<file path="config.mk">
export PLATFORM = sky130hd
export DESIGN_NAME = vec_mac_array
export DESIGN_NICKNAME = d
export VERILOG_FILES = /design/src/rtl/vec_mac_array_pkg.sv /design/src/rtl/vec_mac_lane.sv /design/src/rtl/vec_mac_array.sv
export SDC_FILE = /design/constraint.sdc
export NUM_CORES = 1
export LEC_CHECK = 0
export CORE_MARGIN = 5
export CORE_UTILIZATION = 40
export CTS_CLUSTER_DIAMETER = 80
export CTS_CLUSTER_SIZE = 25
export DETAILED_ROUTE_END_ITERATION = 6
export GPL_TIMING_DRIVEN = 1
export PLACE_DENSITY = 0.69
export SYNTH_ARGS = -nofsm -noshare
export SYNTH_HDL_FRONTEND = slang
export SYNTH_SLANG_ARGS = --single-unit
</file>
<file path="constraint.sdc">
create_clock -name clk -period 6.3 [get_ports clk]
set_clock_uncertainty 0.05 [all_clocks]
set_input_delay 1.575 -clock clk [delete_from_list [all_inputs] [get_ports clk]]
set_output_delay 1.575 -clock clk [all_outputs]
set_load 0.005 [all_outputs]
</file>
<file path="src/rtl/vec_mac_array_pkg.sv">
// vec_mac_array_pkg
//   Shared sizing for the vector MAC array and its lanes. The top level and
//   the lane take their parameter defaults from here, so the three sizes
//   are defined in exactly one place.
//   Contents:
//     channel_num_default - number of independent lanes
//     val_bits_default    - width of one vector / matrix value
//     acc_bits_default    - width of the accumulator and of a row result
//     mat_lane_bits()     - width of one matrix FIFO word ({row_end, value})
package vec_mac_array_pkg;

  localparam int channel_num_default = 4;
  localparam int val_bits_default    = 8;
  localparam int acc_bits_default    = 32;

  function automatic int mat_lane_bits(input int val_bits);
    return val_bits + 1;
  endfunction

endpackage

</file>
<file path="src/rtl/vec_mac_lane.sv">
// vec_mac_lane
//   One lane of the MAC array: pops paired vector/matrix elements from two
//   standard-read FIFOs, multiplies them, accumulates over a row and holds
//   the row result until it is accepted.
//   Ports:
//     clk, rst      - clock, synchronous active-high reset
//     vec_val       - vector FIFO dout
//     vec_empty     - vector FIFO empty
//     mat_val       - matrix FIFO dout, value part
//     mat_row_end   - matrix FIFO dout, row_end flag
//     mat_empty     - matrix FIFO empty
//     read          - rd_en for both FIFOs (one strobe, so they can never differ)
//     result        - row dot product, saturated to acc_bits
//     result_valid  - result held until result_ready
//     result_ready  - result accepted
//     overflow      - sticky: some accumulate saturated since reset
//
//   Handshake: a result is transferred in a cycle where result_valid and
//   result_ready are both 1; result_valid falls in the following cycle and
//   result stays stable for as long as result_valid is high.
//
//   Timing for a pop in cycle N: FIFO douts appear in N+1 (stage 1, tracked by
//   s1_valid); the product is registered at the end of N+1 (stage 2); the
//   accumulate happens at the end of N+2, so a row_end result is visible in N+3.
module vec_mac_lane
  import vec_mac_array_pkg::*;
#(
  parameter int val_bits = val_bits_default,
  parameter int acc_bits = acc_bits_default
) (
  input  logic                clk,
  input  logic                rst,
  input  logic [val_bits-1:0] vec_val,
  input  logic                vec_empty,
  input  logic [val_bits-1:0] mat_val,
  input  logic                mat_row_end,
  input  logic                mat_empty,
  output logic                read,
  output logic [acc_bits-1:0] result,
  output logic                result_valid,
  input  logic                result_ready,
  output logic                overflow
);

  logic                  s1_valid;
  logic                  s2_valid;
  logic                  s2_row_end;
  logic [acc_bits-1:0]   s2_prod;
  logic [acc_bits-1:0]   acc;
  logic [2*val_bits-1:0] prod;
  logic [acc_bits:0]     sum;
  logic [acc_bits-1:0]   sum_sat;

  // A row_end element still in the pipeline blocks further pops so the next
  // row cannot start accumulating before this row's result is parked.
  // In stage 1 the row_end flag is only available straight off the FIFO dout.
  always_comb begin
    read = ~rst & ~vec_empty & ~mat_empty & ~result_valid
         & ~(s1_valid & mat_row_end) & ~(s2_valid & s2_row_end);
  end

  assign prod    = (2*val_bits)'(vec_val) * (2*val_bits)'(mat_val);
  assign sum     = {1'b0, acc} + {1'b0, s2_prod};
  assign sum_sat = sum[acc_bits] ? '1 : sum[acc_bits-1:0];

  always_ff @(posedge clk) begin
    if (rst) begin
      s1_valid     <= 1'b0;
      s2_valid     <= 1'b0;
      s2_row_end   <= 1'b0;
      s2_prod      <= '0;
      acc          <= '0;
      result       <= '0;
      result_valid <= 1'b0;
      overflow     <= 1'b0;
    end else begin
      s1_valid   <= read;
      s2_valid   <= s1_valid;
      s2_row_end <= s1_valid & mat_row_end;
      if (s1_valid) begin
        s2_prod <= acc_bits'(prod);
      end

      if (result_valid && result_ready) begin
        result_valid <= 1'b0;
      end

      if (s2_valid) begin
        if (sum[acc_bits]) begin
          overflow <= 1'b1;
        end
        if (s2_row_end) begin
          result       <= sum_sat;
          acc          <= '0;
          result_valid <= 1'b1;
        end else begin
          acc <= sum_sat;
        end
      end
    end
  end

endmodule

</file>
<file path="src/rtl/vec_mac_array.sv">
// vec_mac_array
//   channel_num independent MAC lanes, each dotting a vector stream with a
//   matrix row stream and producing one saturated result per row.
//   Ports (lane f occupies slice f of every bus):
//     clk, rst        - clock, synchronous active-high reset
//     vec             - vector FIFO douts, val_bits per lane
//     vec_fifo_empty  - vector FIFO empties
//     vec_fifo_read   - vector FIFO rd_en
//     mat             - matrix FIFO douts, {row_end, value} per lane
//     mat_fifo_empty  - matrix FIFO empties
//     mat_fifo_read   - matrix FIFO rd_en
//     result          - row results, acc_bits per lane
//     result_valid    - per-lane result valid
//     result_ready    - per-lane result accepted
//     overflow        - per-lane sticky saturation flag
module vec_mac_array
  import vec_mac_array_pkg::*;
#(
  parameter int channel_num = channel_num_default,
  parameter int val_bits    = val_bits_default,
  parameter int acc_bits    = acc_bits_default
) (
  input  logic                                clk,
  input  logic                                rst,
  input  logic [channel_num*val_bits-1:0]     vec,
  input  logic [channel_num-1:0]              vec_fifo_empty,
  output logic [channel_num-1:0]              vec_fifo_read,
  input  logic [channel_num*(val_bits+1)-1:0] mat,
  input  logic [channel_num-1:0]              mat_fifo_empty,
  output logic [channel_num-1:0]              mat_fifo_read,
  output logic [channel_num*acc_bits-1:0]     result,
  output logic [channel_num-1:0]              result_valid,
  input  logic [channel_num-1:0]              result_ready,
  output logic [channel_num-1:0]              overflow
);

  localparam int mw = mat_lane_bits(val_bits);

  for (genvar f = 0; f < channel_num; f++) begin : g_lane
    logic rd;

    vec_mac_lane #(
      .val_bits(val_bits),
      .acc_bits(acc_bits)
    ) u_lane (
      .clk         (clk),
      .rst         (rst),
      .vec_val     (vec[f*val_bits +: val_bits]),
      .vec_empty   (vec_fifo_empty[f]),
      .mat_val     (mat[f*mw +: val_bits]),
      .mat_row_end (mat[f*mw + val_bits]),
      .mat_empty   (mat_fifo_empty[f]),
      .read        (rd),
      .result      (result[f*acc_bits +: acc_bits]),
      .result_valid(result_valid[f]),
      .result_ready(result_ready[f]),
      .overflow    (overflow[f])
    );

    // Both FIFOs of a lane are popped from the same strobe.
    assign vec_fifo_read[f] = rd;
    assign mat_fifo_read[f] = rd;
  end

endmodule
</file>
==> flow_summary.html, run 1 <==
<table>
<tr><th>Metric</th><th>Value</th></tr>
<tr><th colspan="2">Hold path</th></tr>
<tr><td>Hold Path Depth</td><td>2</td></tr>
<tr><td>Terminating pin of the worst hold path</td><td>g_lane[3].u_lane.result[24]$_SDFFE_PP0P_</td></tr>
<tr><td>Hold path startpoint</td><td>g_lane[3].u_lane.result[24]$_SDFFE_PP0P_</td></tr>
<tr><td>Min-delay worst type</td><td>flip-flop to flip-flop</td></tr>
<tr><th colspan="2">Power and ir drop</th></tr>
<tr><td>Worst ir drop on vdd</td><td>0.141 mV</td></tr>
<tr><td>Power, Total</td><td>between 6 and 7 mW</td></tr>
<tr><td>Logic pwr share</td><td>0.362</td></tr>
<tr><td>Int Power</td><td>4.26 mW</td></tr>
<tr><td>Part of the total power dissipated in the clock network</td><td>0.291</td></tr>
<tr><td>Switching power share of the total</td><td>0.342</td></tr>
<tr><td>Sequential Power Share</td><td>0.347</td></tr>
<tr><td>Leakage power of the design</td><td>between 10 and 15 nW</td></tr>
<tr><td>Power dissipated by switching net loads</td><td>2.22 mW</td></tr>
<tr><td>PwrDens</td><td>around 220 mW/mm^2</td></tr>
<tr><th colspan="2">Routing</th></tr>
<tr><td>Post-detailed-route wirelength per cell</td><td>15.7 um</td></tr>
<tr><td>Drt first pass iters</td><td>5</td></tr>
<tr><td>DRC marker count from the first detailed-route iteration</td><td>1,036</td></tr>
<tr><td>Via density</td><td>~5.2</td></tr>
<tr><td>Wire length after detailed routing</td><td>just over 60,000 um</td></tr>
<tr><td>Post-detailed-route DRC marker count</td><td>0</td></tr>
<tr><td>Final ANT Viol Nets</td><td>0</td></tr>
<tr><td>Via count</td><td>20,919</td></tr>
<tr><th colspan="2">Timing</th></tr>
<tr><td>Hold violation count in the final report</td><td>0</td></tr>
<tr><td>TNS Setup</td><td>0 ns</td></tr>
<tr><td>Crit path time final</td><td>5.80 ns</td></tr>
<tr><td>Max-Slew Margin vs Limit</td><td>0.212</td></tr>
<tr><td>Final Setup Violations</td><td>0</td></tr>
<tr><td>Slew @ Worst Pin</td><td>1.18 ns</td></tr>
<tr><td>Unrepaired setup endpoints after global routing</td><td>no</td></tr>
<tr><td>Count of final max-slew check failures</td><td>0</td></tr>
<tr><td>Max Freq</td><td>172 MHz</td></tr>
<tr><td>Worst hold margin</td><td>0.409 ns</td></tr>
<tr><td>Final critical-path setup slack</td><td>between 0.4 and 0.5 ns</td></tr>
<tr><td>Final cycle utilization of the critical path</td><td>0.921</td></tr>
<tr><th colspan="2">Place</th></tr>
<tr><td>Pre-CTS setup slack</td><td>-0.0543 ns</td></tr>
<tr><td>Instance area after placement</td><td>0.0283 mm^2</td></tr>
<tr><td>Total instance count after detailed placement</td><td>3,942</td></tr>
<tr><td>Detailed placer's ending HPWL</td><td>47,600 um</td></tr>
<tr><td>Routability cong.</td><td>0.853</td></tr>
<tr><td>Port Buf Inserts</td><td>225</td></tr>
<tr><th colspan="2">Synthesis</th></tr>
<tr><td>Synth area leader</td><td>dfxtp_1</td></tr>
<tr><td>Portion of the post-synthesis area used by sequential elements</td><td>0.270</td></tr>
<tr><td>Cell count after synthesis</td><td>between 2,000 and 3,000</td></tr>
<tr><td>Area contributors post-synth</td><td>dfxtp_1, fa_1, ha_1</td></tr>
<tr><td>Number of nets produced by synthesis</td><td>3,391</td></tr>
<tr><td>Average footprint of a synthesized cell</td><td>between 8 and 9 um^2</td></tr>
<tr><td>Number of unique standard cell types used by synthesis</td><td>79</td></tr>
<tr><td>Cell area after technology mapping</td><td>0.0252 mm^2</td></tr>
<tr><td>Prevailing post-synth register cell</td><td>dfxtp_1</td></tr>
<tr><td>Flip-flop and latch count after synthesis</td><td>340</td></tr>
<tr><td>Area share of the largest cell type after synthesis</td><td>0.270</td></tr>
<tr><td>Synth async-reset ratio</td><td>0</td></tr>
<tr><td>Warnings from Yosys</td><td>0</td></tr>
<tr><td>Number of enable-type register cells in the synthesized netlist</td><td>0</td></tr>
<tr><th colspan="2">Critical path</th></tr>
<tr><td>Kind of critical path</td><td>input port to flip-flop</td></tr>
<tr><td>Critical path peak fanout</td><td>8</td></tr>
<tr><td>Number of cell instances on the worst register-to-register path</td><td>13</td></tr>
<tr><td>Flop2flop setup slack</td><td>2.40 ns</td></tr>
<tr><td>Crit Reg-Reg Startpoint</td><td>g_lane[3].u_lane.s2_prod[0]$_SDFFE_PP0P_</td></tr>
<tr><td>Arr. time, crit path</td><td>6.20 ns</td></tr>
<tr><td>WP data required</td><td>6.70 ns</td></tr>
<tr><td>Element type at the critical path start</td><td>input port</td></tr>
<tr><td>Crit. End Element</td><td>flip-flop</td></tr>
<tr><td>Terminus of the critical flop-to-flop path</td><td>g_lane[3].u_lane.acc[25]$_SDFFE_PP0P_</td></tr>
<tr><th colspan="2">GRT</th></tr>
<tr><td>Number of antenna violations at the first check in global routing</td><td>0</td></tr>
<tr><td>First-pass GRT wire length</td><td>103,000 um</td></tr>
<tr><td>Pin count of the biggest net entering global routing</td><td>90</td></tr>
<tr><td>Overall global routing resource usage</td><td>0.179</td></tr>
<tr><td>Total congestion overflow</td><td>0</td></tr>
<tr><td>Number of global-route vias before repair</td><td>20,349</td></tr>
<tr><th colspan="2">Run status</th></tr>
<tr><td>Outcome</td><td>completed</td></tr>
<tr><th colspan="2">Clock network</th></tr>
<tr><td>Clock transition time at the flip-flop clock pins of the worst setup and hold paths</td><td>0.08 ns</td></tr>
<tr><td>Root cell of the clock tree</td><td>clkbuf_16</td></tr>
<tr><td>Gates resized, CTS repair</td><td>0</td></tr>
<tr><td>Post-CTS setup repair buffer count</td><td>0</td></tr>
<tr><td>Count of clock tree sinks</td><td>340</td></tr>
<tr><td>CTS tree</td><td>built</td></tr>
<tr><td>H-tree Lvls</td><td>1</td></tr>
<tr><td>Clock latency on the worst-skew pair</td><td>0.57 ns</td></tr>
<tr><td>Clock buffer count from CTS</td><td>24</td></tr>
<tr><td>Hold-fix buffer count after cts</td><td>0</td></tr>
<tr><td>Maximum clock path buffer count</td><td>3</td></tr>
<tr><th colspan="2">Final layout</th></tr>
<tr><td>Layout cell share with drive strength beyond 1</td><td>0.0433</td></tr>
<tr><td>Layout-stage area growth over the synthesis result</td><td>16.4%</td></tr>
<tr><td>Sequential cell area</td><td>0.00681 mm^2</td></tr>
<tr><td>Most common cell after layout, fill and taps aside</td><td>dfxtp_1</td></tr>
<tr><td>Commonest non-fill, non-tap cells in the layout</td><td>dfxtp_1, nor2_1, inv_1, and2_1, clkdlybuf4s50_1</td></tr>
<tr><td>Antenna fix cells</td><td>0</td></tr>
<tr><td>Post-route cell area</td><td>just under 0.03 mm^2</td></tr>
<tr><td>Nets@finish</td><td>3,560</td></tr>
<tr><td>Utilization of the core after routing</td><td>0.467</td></tr>
<tr><td>Area taken by multi-input logic gates</td><td>0.0168 mm^2</td></tr>
<tr><td>Fill cells</td><td>6,040</td></tr>
<tr><td>Post-route non-filler standard cell count</td><td>between 3,000 and 4,000</td></tr>
<tr><th colspan="2">Floorplanning</th></tr>
<tr><td>Die width</td><td>261 um</td></tr>
<tr><td>I/O pin total</td><td>around 230</td></tr>
<tr><td>Die area</td><td>0.0680 mm^2</td></tr>
<tr><td>Placeable core region</td><td>0.0627 mm^2</td></tr>
<tr><td>Die boundary height</td><td>around 260 um</td></tr>
<tr><td>Starting utilization of the core area</td><td>0.401</td></tr>
<tr><td>Placement Rows</td><td>just over 90</td></tr>
<tr><th colspan="2">Flow run</th></tr>
<tr><td>Max-cap violations</td><td>0</td></tr>
</table>
## synthesized netlist by cell type (11+ instances only)
library cell / instances
a21o_1: 48
o21ai_0: 78
o21bai_1: 16
and2_1: 225
o32ai_1: 14
o22ai_1: 15
and4_1: 16
dfxtp_1: 340
xnor2_1: 75
nor2_1: 303
a311oi_1: 33
buf_2: 11
clkbuf_1: 105
nor2b_1: 21
a31oi_1: 23
ha_1: 208
nand2_1: 179
xor2_1: 50
inv_1: 243
a211oi_1: 89
nand4_1: 29
mux2i_1: 62
fa_1: 148
and3_1: 34
nand3_1: 54
nand2b_1: 59
or3_1: 12
a21oi_1: 164
buf_4: 17
nor3_1: 110
## flip-flops by register name, indices dropped and copies added, names as in the netlist
signal,cells
g_lane.u_lane.s2_valid,4
g_lane.u_lane.overflow,4
g_lane.u_lane.s1_valid,4
g_lane.u_lane.s2_prod,64
g_lane.u_lane.result_valid,4
g_lane.u_lane.result,128
g_lane.u_lane.acc,128
g_lane.u_lane.s2_row_end,4
## power by group through the flow
stage	Combinational, mW	Sequential (mW)	Clock [mW]
2_1_floorplan	1.79	2.28	0
6_report	2.35	2.25	1.88
3_3_place_gp	2.32	2.30	0
4_1_cts	2.38	2.25	1.96
5_1_grt	2.71	2.26	2.03
3_5_place_dp	2.35	2.30	0
## metal layers
metal,vias to the layer above,routed length (um),GRT usage,part of all wire
li1,10558,-,-,-
met1,9989,29400,0.246,0.47
met2,317,29200,0.304,0.47
met3,55,2870,0.0247,0.046
met4,0,906,0.0317,0.015
met5,-,0,0,0
## area by class of cell
type / instances / area share
inverters: 244 / 0.0313
flip-flops and latches: 340 / 0.232
clock buffers: 26 / 0.0218
clock inverters: 17 / 0.0106
well taps: 846 / 0.0361
repair buffers: 286 / 0.0927
multi-input cells: 2226 / 0.575
## worst max-delay path, stage by stage
cell             delay (ns)
clkdlybuf4s50_1        0.63
nand2_1                0.12
fa_1                   0.50
fa_1                   0.55
inv_1                  0.05
fa_1                   0.48
inv_1                  0.05
fa_1                   0.48
inv_1                  0.04
ha_1                   0.31
nor3_1                 0.07
a211oi_1               0.31
a41o_1                 0.24
o41ai_1                0.08
or4b_2                 0.60
o311ai_0               0.11
## kinds of logic after synthesis
group | synth area share
AND/OR/NAND/NOR | 0.215
AO/OA/AOI/OAI | 0.164
buffers and inverters | 0.0608
adder cells (fa/ha/maj) | 0.221
flip-flops | 0.270
XOR/XNOR | 0.0435
multiplexers | 0.0247
## worst max-delay path by stage
stage	cells after the start	endpoint	startpoint	slack, ns
3_5_place_dp	16	g_lane[3].u_lane.s2_prod[15]$_SDFFE_PP0P_	mat[29]	-0.05
5_1_grt	16	g_lane[2].u_lane.s2_prod[14]$_SDFFE_PP0P_	mat[20]	0.28
4_1_cts	16	g_lane[3].u_lane.s2_prod[15]$_SDFFE_PP0P_	mat[29]	0.53
3_3_place_gp	16	g_lane[3].u_lane.s2_prod[15]$_SDFFE_PP0P_	mat[29]	-0.02
6_report	16	g_lane[2].u_lane.s2_prod[14]$_SDFFE_PP0P_	vec[20]	0.50
2_1_floorplan	15	g_lane[2].u_lane.s2_prod[14]$_SDFFE_PP0P_	vec[21]	0.81
No activity file was read; power rests on OpenSTA's default activity.
==> run 2, diff against run 1 <==
==> constraint.sdc (replaced) <==
create_clock -name clk -period 6.3 [get_ports clk]
set_clock_uncertainty 0.05 [all_clocks]
set_input_delay 1.26 -clock clk [delete_from_list [all_inputs] [get_ports clk]]
set_output_delay 1.26 -clock clk [all_outputs]
set_load 0.005 [all_outputs]
==> run 2 against run 1 <==
Against the previous run:
- critical path depth down 1
- combinational power decreased by 4%
- wire length is 0.73% lower
- utilization down 0.45 points
- clock-buffer cell count stayed put
- clock power decreased by 3%
- setup slack better by 0.20 ns
- global-route usage decreased by 0.21 points
- power shrank 2.3%
- die area unchanged
- critical path type unchanged
- critical endpoint is now g_lane[3].u_lane.s2_prod[15]$_SDFFE_PP0P_
- largest cell class unchanged
==> flow_summary.html, run 2 (same netlist as run 1, synthesis figures left out) <==
<table>
<tr><th>Metric</th><th>Value</th></tr>
<tr><th colspan="2">Final layout</th></tr>
<tr><td>Antenna fix cells</td><td>0</td></tr>
<tr><td>Nets@finish</td><td>3,528</td></tr>
<tr><td>Commonest non-fill, non-tap cells in the layout</td><td>dfxtp_1, nor2_1, inv_1, and2_1, clkdlybuf4s50_1</td></tr>
<tr><td>Layout-stage area growth over the synthesis result</td><td>15.2%</td></tr>
<tr><td>Fill cells</td><td>approximately 6,000</td></tr>
<tr><td>Largest regs</td><td>g_lane.u_lane.acc x128, g_lane.u_lane.result x128, g_lane.u_lane.s2_prod x64</td></tr>
<tr><td>Most common cell after layout, fill and taps aside</td><td>dfxtp_1</td></tr>
<tr><td>Layout cell share with drive strength beyond 1</td><td>0.0335</td></tr>
<tr><td>Utilization of the core after routing</td><td>0.462</td></tr>
<tr><th colspan="2">Clock network</th></tr>
<tr><td>H-tree Lvls</td><td>1</td></tr>
<tr><td>CTS tree</td><td>built</td></tr>
<tr><td>Clock latency on the worst-skew pair</td><td>0.57 ns</td></tr>
<tr><td>Count of clock tree sinks</td><td>340</td></tr>
<tr><td>Clock buffer count from CTS</td><td>25</td></tr>
<tr><td>Root cell of the clock tree</td><td>clkbuf_16</td></tr>
<tr><td>Maximum clock path buffer count</td><td>3</td></tr>
<tr><td>Gates resized, CTS repair</td><td>0</td></tr>
<tr><td>Hold-fix buffer count after cts</td><td>0</td></tr>
<tr><td>Clock transition time at the flip-flop clock pins of the worst setup and hold paths</td><td>0.08 ns</td></tr>
<tr><td>Post-CTS setup repair buffer count</td><td>0</td></tr>
<tr><th colspan="2">Critical path</th></tr>
<tr><td>Kind of critical path</td><td>input port to flip-flop</td></tr>
<tr><td>Most used cell along the critical path</td><td>fa_1</td></tr>
<tr><td>Dominant delay contributor by cell family on the critical path</td><td>adder cells</td></tr>
<tr><td>Arr. time, crit path</td><td>roughly 6 ns</td></tr>
<tr><td>Worst path bufs/invs</td><td>3</td></tr>
<tr><td>Cells traversed along the worst timing path</td><td>clkdlybuf4s50_1 -&gt; and2_1 -&gt; fa_1 -&gt; inv_1 -&gt; fa_1 -&gt; fa_1 -&gt; fa_1 -&gt; inv_1 -&gt; ha_1 -&gt; a21boi_0 -&gt; o41ai_1 -&gt; o21ai_0 -&gt; o41a_1 -&gt; xnor2_1 -&gt; a211oi_1</td></tr>
<tr><td>Critical path peak fanout</td><td>8</td></tr>
<tr><td>Highest-delay cell along the critical path</td><td>fa_1</td></tr>
<tr><td>Slowest cell delay on critical path</td><td>0.55 ns</td></tr>
<tr><td>WP data required</td><td>6.72 ns</td></tr>
<tr><td>Element type at the critical path start</td><td>input port</td></tr>
<tr><td>Crit. End Element</td><td>flip-flop</td></tr>
<tr><th colspan="2">GRT</th></tr>
<tr><td>First-pass GRT wire length</td><td>102,000 um</td></tr>
<tr><td>Number of antenna violations at the first check in global routing</td><td>0</td></tr>
<tr><td>Overall global routing resource usage</td><td>0.177</td></tr>
<tr><td>Number of global-route vias before repair</td><td>20,117</td></tr>
<tr><td>Total congestion overflow</td><td>0</td></tr>
<tr><td>Pin count of the biggest net entering global routing</td><td>78</td></tr>
<tr><th colspan="2">Routing</th></tr>
<tr><td>Drt first pass iters</td><td>5</td></tr>
<tr><td>Post-detailed-route wirelength per cell</td><td>between 15 and 20 um</td></tr>
<tr><td>Via density</td><td>5.25</td></tr>
<tr><td>Post-detailed-route DRC marker count</td><td>0</td></tr>
<tr><td>Final ANT Viol Nets</td><td>0</td></tr>
<tr><td>Via count</td><td>20,752</td></tr>
<tr><td>DRC marker count from the first detailed-route iteration</td><td>between 1,000 and 1,500</td></tr>
<tr><td>Wire length after detailed routing</td><td>61,900 um</td></tr>
<tr><th colspan="2">Run status</th></tr>
<tr><td>Outcome</td><td>completed</td></tr>
<tr><th colspan="2">Floorplanning</th></tr>
<tr><td>Die boundary height</td><td>~260 um</td></tr>
<tr><td>Starting utilization of the core area</td><td>0.401</td></tr>
<tr><td>Placement Rows</td><td>92</td></tr>
<tr><td>Die width</td><td>261 um</td></tr>
<tr><td>Die area</td><td>0.0680 mm^2</td></tr>
<tr><td>I/O pin total</td><td>226</td></tr>
<tr><td>Placeable core region</td><td>0.0627 mm^2</td></tr>
<tr><th colspan="2">Timing</th></tr>
<tr><td>Crit path time final</td><td>5.60 ns</td></tr>
<tr><td>Slew @ Worst Pin</td><td>1.07 ns</td></tr>
<tr><td>Final Setup Violations</td><td>0</td></tr>
<tr><td>Max Freq</td><td>179 MHz</td></tr>
<tr><td>Unrepaired setup endpoints after global routing</td><td>no</td></tr>
<tr><td>Hold violation count in the final report</td><td>0</td></tr>
<tr><td>Final cycle utilization of the critical path</td><td>0.888</td></tr>
<tr><td>Max-Slew Margin vs Limit</td><td>0.285</td></tr>
<tr><td>TNS Setup</td><td>0 ns</td></tr>
<tr><td>Count of final max-slew check failures</td><td>0</td></tr>
<tr><th colspan="2">Power and ir drop</th></tr>
<tr><td>Worst ir drop on vdd</td><td>0.144 mV</td></tr>
<tr><td>PwrDens</td><td>approximately 220 mW/mm^2</td></tr>
<tr><td>Leakage power of the design</td><td>around 12 nW</td></tr>
<tr><th colspan="2">Flow run</th></tr>
<tr><td>Max-cap violations</td><td>0</td></tr>
<tr><th colspan="2">Place</th></tr>
<tr><td>Routability cong.</td><td>between 0.8 and 0.9</td></tr>
<tr><td>Detailed placer's ending HPWL</td><td>47,000 um</td></tr>
<tr><td>Port Buf Inserts</td><td>225</td></tr>
<tr><th colspan="2">Hold path</th></tr>
<tr><td>Min-delay worst type</td><td>flip-flop to flip-flop</td></tr>
</table>
run 2: per-layer routing:
metal,vias up,track usage,wire length [um]
li1,10491,-,-
met5,-,0,0
met4,0,0.0345,948
met1,9876,0.245,29300
met3,62,0.0237,2770
met2,323,0.297,28900
run 2: worst register-to-register path, cell delays in order, from the launching register on:
cell       delay [ns]
dfxtp_1          0.35
ha_1             0.19
inv_1            0.07
fa_1             0.41
nor2b_1          0.16
o31ai_1          0.11
a21oi_1          0.41
a21oi_1          0.25
o22ai_1          0.18
buf_4            0.22
nor2b_1          0.47
buf_4            0.34
o21ai_0          0.13
a2111oi_0        0.42
run 2: final cells by class:
cell class / count / area (um^2) / area share
repair buffers: 253 / 2470 / 0.0851
clock inverters: 18 / 274 / 0.00945
flip-flops and latches: 340 / 6810 / 0.235
inverters: 244 / 916 / 0.0316
clock buffers: 26 / 639 / 0.0220
well taps: 846 / 1060 / 0.0365
multi-input cells: 2226 / 16800 / 0.581
run 2: power by group:
part,switching (mW),internal (mW),total [mW]
logic,1.23,1.03,2.26
clock network,0.963,0.858,1.82
registers,0.0464,2.20,2.25
run 2: path summary, 6_finish.rpt:
check | startpoint | end | slack, ns | cells past startpoint
max reg2reg | g_lane[3].u_lane.s2_prod[0]$_SDFFE_PP0P_ | g_lane[3].u_lane.acc[19]$_SDFFE_PP0P_ | 2.42 | 13
max | vec[29] | g_lane[3].u_lane.s2_prod[15]$_SDFFE_PP0P_ | 0.70 | 15
min reg2reg | g_lane[3].u_lane.result[24]$_SDFFE_PP0P_ | g_lane[3].u_lane.result[24]$_SDFFE_PP0P_ | 0.41 | 2
min | g_lane[3].u_lane.result[24]$_SDFFE_PP0P_ | g_lane[3].u_lane.result[24]$_SDFFE_PP0P_ | 0.41 | 2
run 2: stage by stage:
| step | std cells | setup slack (ns) | instance area (um^2) | total power, mW | hold slack [ns] |
|---|---|---|---|---|---|
| 2_1_floorplan | 2953 | 1.13 | 25200 | 4.07 | 0.379 |
| 3_3_place_gp | 3909 | 0.221 | 28100 | 4.54 | 0.395 |
| 3_5_place_dp | 3909 | 0.158 | 28100 | 4.57 | 0.401 |
| 4_1_cts | 3953 | 0.758 | 29000 | 6.43 | 0.414 |
| 5_1_grt | 3953 | 0.479 | 29000 | 6.82 | 0.436 |
| 6_report | 3953 | 0.703 | 29000 | 6.34 | 0.408 |
